==> config.mk <==
export PLATFORM = sky130hd
export DESIGN_NAME = inv_subbytes_seq
export DESIGN_NICKNAME = d
export VERILOG_FILES = /design/src/rtl/inv_subbytes_seq.sv
export SDC_FILE = /design/constraint.sdc
export NUM_CORES = 1
export LEC_CHECK = 0
export ABC_AREA = 0
export BUFFER_PORTS_ARGS = -buffer_cell sky130_fd_sc_hd__clkbuf_2
export CAP_MARGIN = 25
export CORE_MARGIN = 4
export CORE_UTILIZATION = 39
export DETAILED_ROUTE_END_ITERATION = 10
export PLACE_DENSITY_LB_ADDON = 0.25
export SLEW_MARGIN = 20
export SYNTH_ARGS = -nofsm -noshare
export SYNTH_HDL_FRONTEND = slang
export SYNTH_HIERARCHICAL = 1
export SYNTH_SLANG_ARGS = --single-unit
==> constraint.sdc <==
create_clock -name clk -period 3.8 [get_ports clk]
set_input_delay 0.57 -clock clk [delete_from_list [all_inputs] [get_ports clk]]
set_output_delay 0.57 -clock clk [all_outputs]
set_load 0.02 [all_outputs]
==> src/rtl/inv_subbytes_seq.sv <==
// Iterative AES InvSubBytes engine. A 128-bit state is accepted over a
// valid/ready handshake, substituted NUM_SBOX bytes per cycle through shared
// inverse S-box lanes, and returned over a second valid/ready handshake.

// Single-byte AES inverse S-box lookup.
module inv_sbox (
    input  logic [7:0] data,
    output logic [7:0] result
);
    // Table index 0 is the leftmost byte of the concatenation.
    localparam logic [0:255][7:0] TABLE = {
        128'h52096ad53036a538bf40a39e81f3d7fb,
        128'h7ce339829b2fff87348e4344c4dee9cb,
        128'h547b9432a6c2233dee4c950b42fac34e,
        128'h082ea16628d924b2765ba2496d8bd125,
        128'h72f8f66486689816d4a45ccc5d65b692,
        128'h6c704850fdedb9da5e154657a78d9d84,
        128'h90d8ab008cbcd30af7e45805b8b34506,
        128'hd02c1e8fca3f0f02c1afbd0301138a6b,
        128'h3a9111414f67dcea97f2cfcef0b4e673,
        128'h96ac7422e7ad3585e2f937e81c75df6e,
        128'h47f11a711d29c5896fb7620eaa18be1b,
        128'hfc563e4bc6d279209adbc0fe78cd5af4,
        128'h1fdda8338807c731b11210592780ec5f,
        128'h60517fa919b54a0d2de57a9f93c99cef,
        128'ha0e03b4dae2af5b0c8ebbb3c83539961,
        128'h172b047eba77d626e169146355210c7d
    };

    assign result = TABLE[data];
endmodule

module inv_subbytes_seq #(
    parameter int NUM_SBOX = 4
) (
    input  logic         clk,
    input  logic         rst,
    input  logic         in_valid,
    output logic         in_ready,
    input  logic [127:0] in_state,
    output logic         out_valid,
    input  logic         out_ready,
    output logic [127:0] out_state,
    output logic         busy
);
    localparam int NCHUNK = 16 / NUM_SBOX;
    localparam int CNT_W  = (NCHUNK > 1) ? $clog2(NCHUNK) : 1;
    localparam logic [CNT_W-1:0] LAST = CNT_W'(NCHUNK - 1);

    // Only lane counts that tile the 16-byte state evenly are meaningful.
    generate
        if (NUM_SBOX != 1 && NUM_SBOX != 2 && NUM_SBOX != 4 &&
            NUM_SBOX != 8 && NUM_SBOX != 16) begin : g_bad_num_sbox
            $fatal(1, "inv_subbytes_seq: NUM_SBOX must be 1, 2, 4, 8 or 16");
        end
    endgenerate

    typedef enum logic [1:0] {
        IDLE,
        RUN,
        DONE
    } state_t;

    state_t           state;
    logic [CNT_W-1:0] cnt;
    // Byte 0 of the state is the most significant byte, so index 0 maps to [127:120].
    logic [0:15][7:0] work;
    logic [3:0]       base;
    logic [7:0]       lane_in  [NUM_SBOX];
    logic [7:0]       lane_out [NUM_SBOX];

    // First byte of the chunk being substituted this cycle.
    assign base = 4'(int'(cnt) * NUM_SBOX);

    // Route the selected chunk's bytes to the lanes, lane j taking byte base+j.
    always_comb begin
        for (int j = 0; j < NUM_SBOX; j++) begin
            lane_in[j] = work[base + 4'(j)];
        end
    end

    genvar g;
    generate
        for (g = 0; g < NUM_SBOX; g++) begin : g_lane
            inv_sbox u_sbox (
                .data   (lane_in[g]),
                .result (lane_out[g])
            );
        end
    endgenerate

    // Control FSM and in-place work register update; reset wins over both handshakes.
    always_ff @(posedge clk) begin
        if (rst) begin
            state <= IDLE;
            cnt   <= '0;
            work  <= '0;
        end else begin
            case (state)
                IDLE: begin
                    if (in_valid) begin
                        work  <= in_state;
                        cnt   <= '0;
                        state <= RUN;
                    end
                end
                RUN: begin
                    for (int j = 0; j < NUM_SBOX; j++) begin
                        work[base + 4'(j)] <= lane_out[j];
                    end
                    if (cnt == LAST) begin
                        cnt   <= '0;
                        state <= DONE;
                    end else begin
                        cnt <= cnt + CNT_W'(1);
                    end
                end
                DONE: begin
                    if (out_ready) begin
                        state <= IDLE;
                    end
                end
                default: state <= IDLE;
            endcase
        end
    end

    // Handshake outputs decode purely from the registered state.
    assign in_ready  = (state == IDLE);
    assign out_valid = (state == DONE);
    assign busy      = (state != IDLE);
    assign out_state = work;

endmodule

# --- Word level (Yosys, flattened, before mapping) ---
# Memories as Yosys holds them, arrays and structs flattened.
# Cells that the tools add are included.
word_totals:
  mem_bits_ro: 8192
  elab_cells: 102
  memories: 4
  inputBits: 132
  out_inout_bits: 131
  register_bits: 132
mem_list:
  columns: ["memory", "words", "width", "rd", "rd_clocked_by_memory_dff", "wr", "line", "text"]
  rows:
  - ["(name not given)", 256, 8, 1, 0, 0, "30", "assign result = TABLE[data];"]
  - ["(name not given)", 256, 8, 1, 0, 0, "30", null]
  - ["(name not given)", 256, 8, 1, 0, 0, "30", null]
  - ["(name not given)", 256, 8, 1, 0, 0, "30", null]
classes:
  n_bitwise: 8
  magnitude_cmp: 12
  n_mux: 41
  n_reduce_logical: 9
  addsub: 4
  n_eq_ne: 6
op_table:
  columns: ["cell", "n"]
  rows:
  - ["$bwmux 128", 4]
  - ["$pmux 128 s2", 1]
  - ["$mux 8", 20]
  - ["$bmux 8 s4", 4]
  - ["$demux 8 s4", 4]
  - ["$mux 128", 1]
  - ["$ge 9x9->1 const B", 4]
  - ["$not 8->9", 4]
  - ["$ge 5x5->1 const B", 4]
  - ["$lt 5x1->1 const B", 4]
  - ["$not 4->5", 4]
  - ["$mux 2", 5]
  - ["$add 4x2->4 const B", 2]
  - ["$pmux 2 s3", 1]
  - ["$add 4x1->4 const B", 1]
  - ["$eq 2x2->1 const B", 2]
  - ["$logic_and 1x1->1", 4]
  - ["$ne 2x2->1 const B", 2]
  - ["$pmux 2 s2", 1]
  - ["$reduce_bool 2->1", 2]
  - ["$reduce_and 3->1", 1]
  - ["$add 2x1->2 const B", 1]
  - ["$eq 2x1->1 const B", 1]
  - ["$logic_not 2->1", 1]
  - ["2 further kinds", 2]

# --- Logic depth before layout (Yosys ltp) ---
# Gate-level depths: netlist (run 1).
depth:
  word_depth: 13
  ltp_mapped: 17
  ltp_nobuf: 12

# --- Cells and area by module ---
# The synthesis (run 1) kept the hierarchy.
modules_own_cells:
  columns: ["module", "seq_area_each_um2", "area_per_inst_um2", "cells_each", "instances"]
  rows:
  - ["inv_subbytes_seq", 2642.5, 7587.3, 753, 1]
  - ["inv_sbox (g_lane[2].u_sbox ...)", 0.0, 3575.9, 554, 2]
  - ["inv_sbox (g_lane[0].u_sbox ...)", 0.0, 3500.9, 555, 2]

# --- Worst setup path before layout (run 1) ---
# No wires, ideal clock.
synth_path:
  path_type: "flip-flop to flip-flop"
  start: "register cnt[1]"
  end: "register work (netlist bit out_state[10])"
  period_less_slack_ns: 4.180
  required_ns: 3.730
  n_path_buf: 5
  setup_time_ns: 0.070
  setup_slack_ns: -0.380
  path_stages_with_launch: 17
  t_arrival_ns: 4.110
  path_cell_list: "dfxtp_1 > buf_2 > buf_2 > mux4_2 > clkbuf_1 > inv_1 > ha_1 > clkbuf_2 > buf_2 > or2_2 > a31oi_1 > nor3_1 > o31a_1 > o311ai_1 > and4b_1 > a21oi_1 > o2bb2ai_1"
synth_lines:
  columns: ["item", "line", "text"]
  rows:
  - ["start: declaration", "65", "logic [CNT_W-1:0] cnt;"]
  - ["start signal: assignment", "115", "cnt <= cnt + CNT_W'(1);"]
  - ["end signal: assignment", "102", "work <= in_state;"]
  - ["end signal: indexed assignment", "109", "work[base + 4'(j)] <= lane_out[j];"]
  - ["end: declaration", "67", "logic [0:15][7:0] work;"]

==> impl_metrics.toml, run 1 <==
[worst_setup_path]
r2r_start = "cnt[1]"
cp-startpoint = "cnt[1]"
crit_fanout = 7
critPathKind = "reg -> reg"
arrival_ps = 4210
critPathCaptureType = "flop"
startpoint_type = "flop"
crit_required_ps = 4180

[cts]
hold_buffers = 0
max-clock-path-buffers = 2
clockRootBuffer = "clkbuf_16"
cts_sinks = 132
cts_buffers = 17
htreeDepth = 4
tritoncts = "yes"
clock_latency_ps = 500
cts.clk_slew.worst_paths_ps = 70

[floorplanning]
die_x_um = 244.1
initial_utilization_pct = 39.46
die_area_um2 = 59590
core_um2 = 55090
row_count = 86
pin_count = 263
die_h_um = 244.1

[synth]
netlist_instances = 2971
synth_fp_nets = 3188
ys_seq_area_share_pct = 12.15
synth-main-ff-cell = "dfxtp_1"
synth.avg_cell_area_um2 = 7.318
async_reset_ff_share_pct = 0
syn-cell-area_um2 = 21740
netlist_top_cells_area = "dfxtp_1 12%, a2111oi_2 6.2%, mux4_2 5.2%"
synth_warnings = 6
yosys.area.top_type = "dfxtp_1"
synth_cell_types = 93
synth-edff-count = 0
ys_ff_latch = 132
synth_top_area_share_pct = 12.15

[placement]
port_buffers = 262
place_congestion = 1.076
hpwl_mm = 89.16

[pwr]
p_leak_nw = 10.96
ir_drop_v = 0.0003836
power_mw = 13.73
p_per_area_nw_per_um2 = 492.6

[sta]
fmax_ghz = 0.2613
finalHoldViolCount = 0
rsz0062_at_grt = "yes"
post-route-min-period_ps = 3826
drv_slew = 0
setup_ws_ps = -26.47
max_slew_margin_pct = 23.06
setup_viol = 2
clock_skew_ps = 19.11
finalCritPeriodShare_pct = 100.7
worst_pin_slew_ps = 1150

[detailed_routing]
avgRoutedWirePerCell_um = 29.23
vias = 28264
antenna_left = 0
wl_mm = 121.3
drt_first_pass_iters = 6
drtIter0Drc = 4155
drc = 0
vias_per_cell = 6.811

[global_route]
track_usage_pct = 37.90
antenna_found_initial = 3
grt-ovfl-total = 0
grt_first_pass_wirelength_mm = 174.4
grt_pass1_vias = 26614
grt_start_max_net_pins = 74

[worst_hold_path]
min_from = "in_state[0]"
min_path_type = "in -> reg"

[run]
max_cap_violations = 0

[status]
violations = "setup timing"
status = "complete, but fails checks"

[cells_and_area]
nets = 3606
area_delta_synth_final_pct = 28.23
final_core_util_pct = 50.60
drive_gt1_share_pct = 35.57
diodes = 0
## critical path: stages (launching register included)
cell and delay [ps]:
dfxtp_4 440, buf_12 150, mux4_2 610, buf_4 210, buf_4 190, nand2b_2 280
and3_4 240, o21ai_2 180, o211ai_1 150, a311oi_2 400, a211o_1 290, buf_4 150
nor2_1 40, a2111oi_2 370
## sequential cells by signal (all words and copies together) (netlist names)
| signal | count |
|---|---|
| out_state | 128 |
| state | 2 |
| cnt | 2 |
## path summary, 6_finish.rpt
kind / to / slack, ps / depth (start not counted)
setup / recovery: out_state[54] / -30 / 13
hold / removal: out_state[0] / 340 / 3
setup reg to reg: out_state[54] / -30 / 13
hold reg to reg: out_state[99] / 480 / 2
## metrics by stage
stage | setup WS (ps) | std cells | instance area, um2 | hold WS [ps] | setup TNS (ps)
after global routing | -77.88 | 4150 | 27880 | 339.6 | -582.7
after detailed placement | -171.1 | 4071 | 25760 | 475.0 | -1772
after global placement | -132.8 | 4071 | 25760 | 465.6 | -1240
after CTS | -87.69 | 4111 | 26510 | 311.7 | -146.8
after floorplan | 2.302 | 2971 | 21780 | 547.9 | 0
final | -26.47 | 4150 | 27880 | 338.3 | -32.16
## kinds of logic after synthesis
kind of cell	after synthesis	share of synthesized area (%)
xor gates and xnor gates	6	0.3108
adders and majority gates	85	4.892
and+or+nand+nor	1140	27.81
AOI/OAI and AO/OA	1035	36.11
muxes	85	6.808
buffers and inverters	488	11.91
DFF	132	12.15
## final cells by class
type                       instances  area [um2]
clock inverter                    14       117.6
inverter                         142       551.8
clock buffer                      18       429.2
fill                            5407       27210
tap                              748       935.9
multi-input combinational       2352       17470
sequential                       132        2650
timing repair buffer             744        5728
## power by group
group          leakage [nW]  internal (mW)  switching [mW]  total [mW]
clock                 0.257          0.847           0.819        1.67
combinational          9.60           4.12            6.27        10.4
sequential             1.09           1.52           0.146        1.67
total                  11.0           6.49            7.24        13.7
## per-layer routing
metal / vias to the layer above / track usage (%) / wire, um
met2: 2395 / 59.22 / 52970
met4: 4 / 20.51 / 8442
met1: 13274 / 47.51 / 44780
met5: - / 0 / 26
met3: 582 / 10.31 / 15080
li1: 12009 / - / -
## synthesized netlist by cell type, drive strengths merged (91+ instances only)
| cell | number |
|---|---|
| dfxtp | 132 |
| inv | 140 |
| clkbuf | 138 |
| nor2 | 340 |
| nand2b | 98 |
| nand2 | 222 |
| nand3 | 91 |
| buf | 208 |
| a2111oi | 110 |
| nor3 | 94 |
| o21ai | 164 |
| a21oi | 206 |
## cells in the final DEF (no fill, tap or decap), types with 42 or more instances in the layout
cell	n
dfxtp_1	128
a31oi_1	67
o21ai_0	138
buf_4	411
o211ai_1	48
a2111oi_2	97
nand3_1	91
a21oi_1	195
nor2b_1	70
nor2_1	284
inv_1	126
buf_12	42
nand2b_1	83
nand2_1	214
nor3_1	81
a211oi_1	52
mux4_2	43
clkbuf_2	261
nor2_4	42
ha_1	59
## what timing repair did
action | 4_1_cts | 5_1_grt
pin swaps | 2 | 32
setup buffers | 7 | 29
endpoints found under the setup margin | 32 | 117
gates cloned | 1 | 10
gates resized for setup | 21 | 231
No activity file was read; power rests on OpenSTA's default activity.
==> run 2: changes to the inputs <==
--- a/config.mk
+++ b/config.mk
@@ -12,5 +12,5 @@
 export CORE_UTILIZATION = 39
 export DETAILED_ROUTE_END_ITERATION = 10
-export PLACE_DENSITY_LB_ADDON = 0.25
+export PLACE_DENSITY = 0.58
 export SLEW_MARGIN = 20
 export SYNTH_ARGS = -nofsm -noshare
==> constraint.sdc (replaced) <==
create_clock -name clk -period 3.8 [get_ports clk]
set_input_delay 0.57 -clock clk [delete_from_list [all_inputs] [get_ports clk]]
set_output_delay 0.57 -clock clk [all_outputs]
set_load 0.005 [all_outputs]
==> impl_metrics.toml, run 2 (same netlist as run 1, synthesis figures left out) <==
[cells_and_area]
instances_no_fill = 4243
final_area_um2 = 28850
fillers = 5308
final_common_cell = "buf_4"
largest_reg_flops = 128
register_area_um2 = 2650
final_core_util_pct = 52.36
multi_input_area_um2 = 17660
layout_common_cells = "501 x buf_4, 286 x nor2_1, 261 x clkbuf_2, 213 x nand2_1, 187 x a21oi_1"
area_delta_synth_final_pct = 32.68
nets = 3697
drive_gt1_share_pct = 37.85

[pwr]
seqPwrFrac_pct = 11.9
p_int_mw = 7.032
power_mw = 14.19
p_per_area_nw_per_um2 = 491.9
sw_frac_of_total_pct = 50.44
clockPowerShare_pct = 13.4
combPwrFrac_pct = 74.7
ir_drop_v = 0.0004065
p_leak_nw = 11.48
switchingPower_mw = 7.158

[detailed_routing]
avgRoutedWirePerCell_um = 29.42
vias_per_cell = 6.811
vias = 28897
drc = 0
drtIter0Drc = 4215
drt_first_pass_iters = 8
wl_mm = 124.8
antenna_left = 0

[cts]
tritoncts = "yes"
clock_latency_ps = 490
htreeDepth = 4
clockRootBuffer = "clkbuf_16"
hold_buffers = 0
cts_buffers = 17
cts_sinks = 132
max-clock-path-buffers = 2
cts.clk_slew.worst_paths_ps = 80

[global_route]
antenna_found_initial = 8
use_met3_pct = 9.024
grt_use_met2_pct = 60.74
grt_first_pass_wirelength_mm = 178.4
grt_start_max_net_pins = 53
met1_usage_pct = 49.45
track_usage_pct = 38.76
grt-busiest-layer = "met2"
grt_pass1_vias = 27325
grt-ovfl-total = 0

[sta]
setup_ws_ps = -9.004
finalHoldViolCount = 0
post-route-min-period_ps = 3809
finalCritPeriodShare_pct = 100.2
totalNegativeSetupSlack_ps = -9.004
rsz0062_at_grt = "yes"
setup_viol = 1
fmax_ghz = 0.2625
whs_ps = 350.5
clock_skew_ps = 18.37
drv_slew = 0
worst_pin_slew_ps = 1042
max_slew_margin_pct = 30.32

[worst_hold_path]
min_path_type = "in -> reg"
min_path_cells = 3

[worst_setup_path]
crit_required_ps = 4140
startpoint_type = "flop"
arrival_ps = 4150
r2r_end = "out_state[1]"
critPathCaptureType = "flop"
r2r_start = "cnt[1]"
worst-r2r-setup-slack_ps = -9
crit_end = "out_state[1]"
reg2reg_depth = 14
cp-startpoint = "cnt[1]"
critPathKind = "reg -> reg"
crit_fanout = 12

[status]
violations = "setup timing"
status = "complete, but fails checks"

[floorplanning]
core_um2 = 55090
initial_utilization_pct = 39.46
die_area_um2 = 59590
row_count = 86
pin_count = 263
die_x_um = 244.1
die_h_um = 244.1

[placement]
dp_slack_ps = -222.0
post-place-cells = 4154
port_buffers = 262
place_congestion = 1.085
hpwl_mm = 92.29
placed_area_um2 = 26380

[run]
max_cap_violations = 0
## run 2: final cells by class
| class | count | area share (%) |
|---|---|---|
| multi-input combinational | 2352 | 61.22 |
| timing repair buffer | 835 | 22.17 |
| sequential | 132 | 9.187 |
| tap | 748 | 3.244 |
| inverter | 142 | 1.926 |
| clock buffer | 21 | 1.631 |
| clock inverter | 11 | 0.5986 |
| antenna | 2 | 0.01735 |
## run 2: how the worst min path moves through the flow
stage,start,slack (ps),to
after floorplan,out_state[39],470,out_state[39]
after global placement,out_state[18],470,out_state[18]
after CTS,in_state[23],320,out_state[23]
after global routing,in_state[57],370,out_state[57]
after detailed placement,out_state[3],480,out_state[3]
final,in_state[23],350,out_state[23]
## run 2: what timing repair did
item,4_1_cts,5_1_grt
pin swaps,1,43
endpoints found under the setup margin,62,119
gates resized for setup,37,243
gates cloned,0,9
setup buffers,10,37
## run 2: per-layer routing
layer / up-vias / routed length, um
met5: - / 92
met4: 10 / 8708
met3: 602 / 14490
met2: 2384 / 54390
met1: 13720 / 47170
li1: 12181 / -
## run 2: critical path, stage by stage (launching register included)
cell and delay [ps]:
dfxtp_4 430, buf_12 180, mux4_2 590, inv_2 190, ha_4 290, buf_4 170
and2_1 220, o311ai_0 480, a311oi_2 210, a31oi_4 210, o31ai_2 120, buf_4 170
and4b_1 190, a21oi_1 110, o2bb2ai_1 90
## run 2: power groups by stage
stage / clock, mW / sequential, mW / combinational (mW)
final: 1.90 / 1.69 / 10.6
after global routing: 1.97 / 1.70 / 11.0
after CTS: 1.92 / 1.68 / 9.41
after detailed placement: 0 / 1.71 / 9.27
after global placement: 0 / 1.70 / 9.38
after floorplan: 0 / 1.65 / 5.33
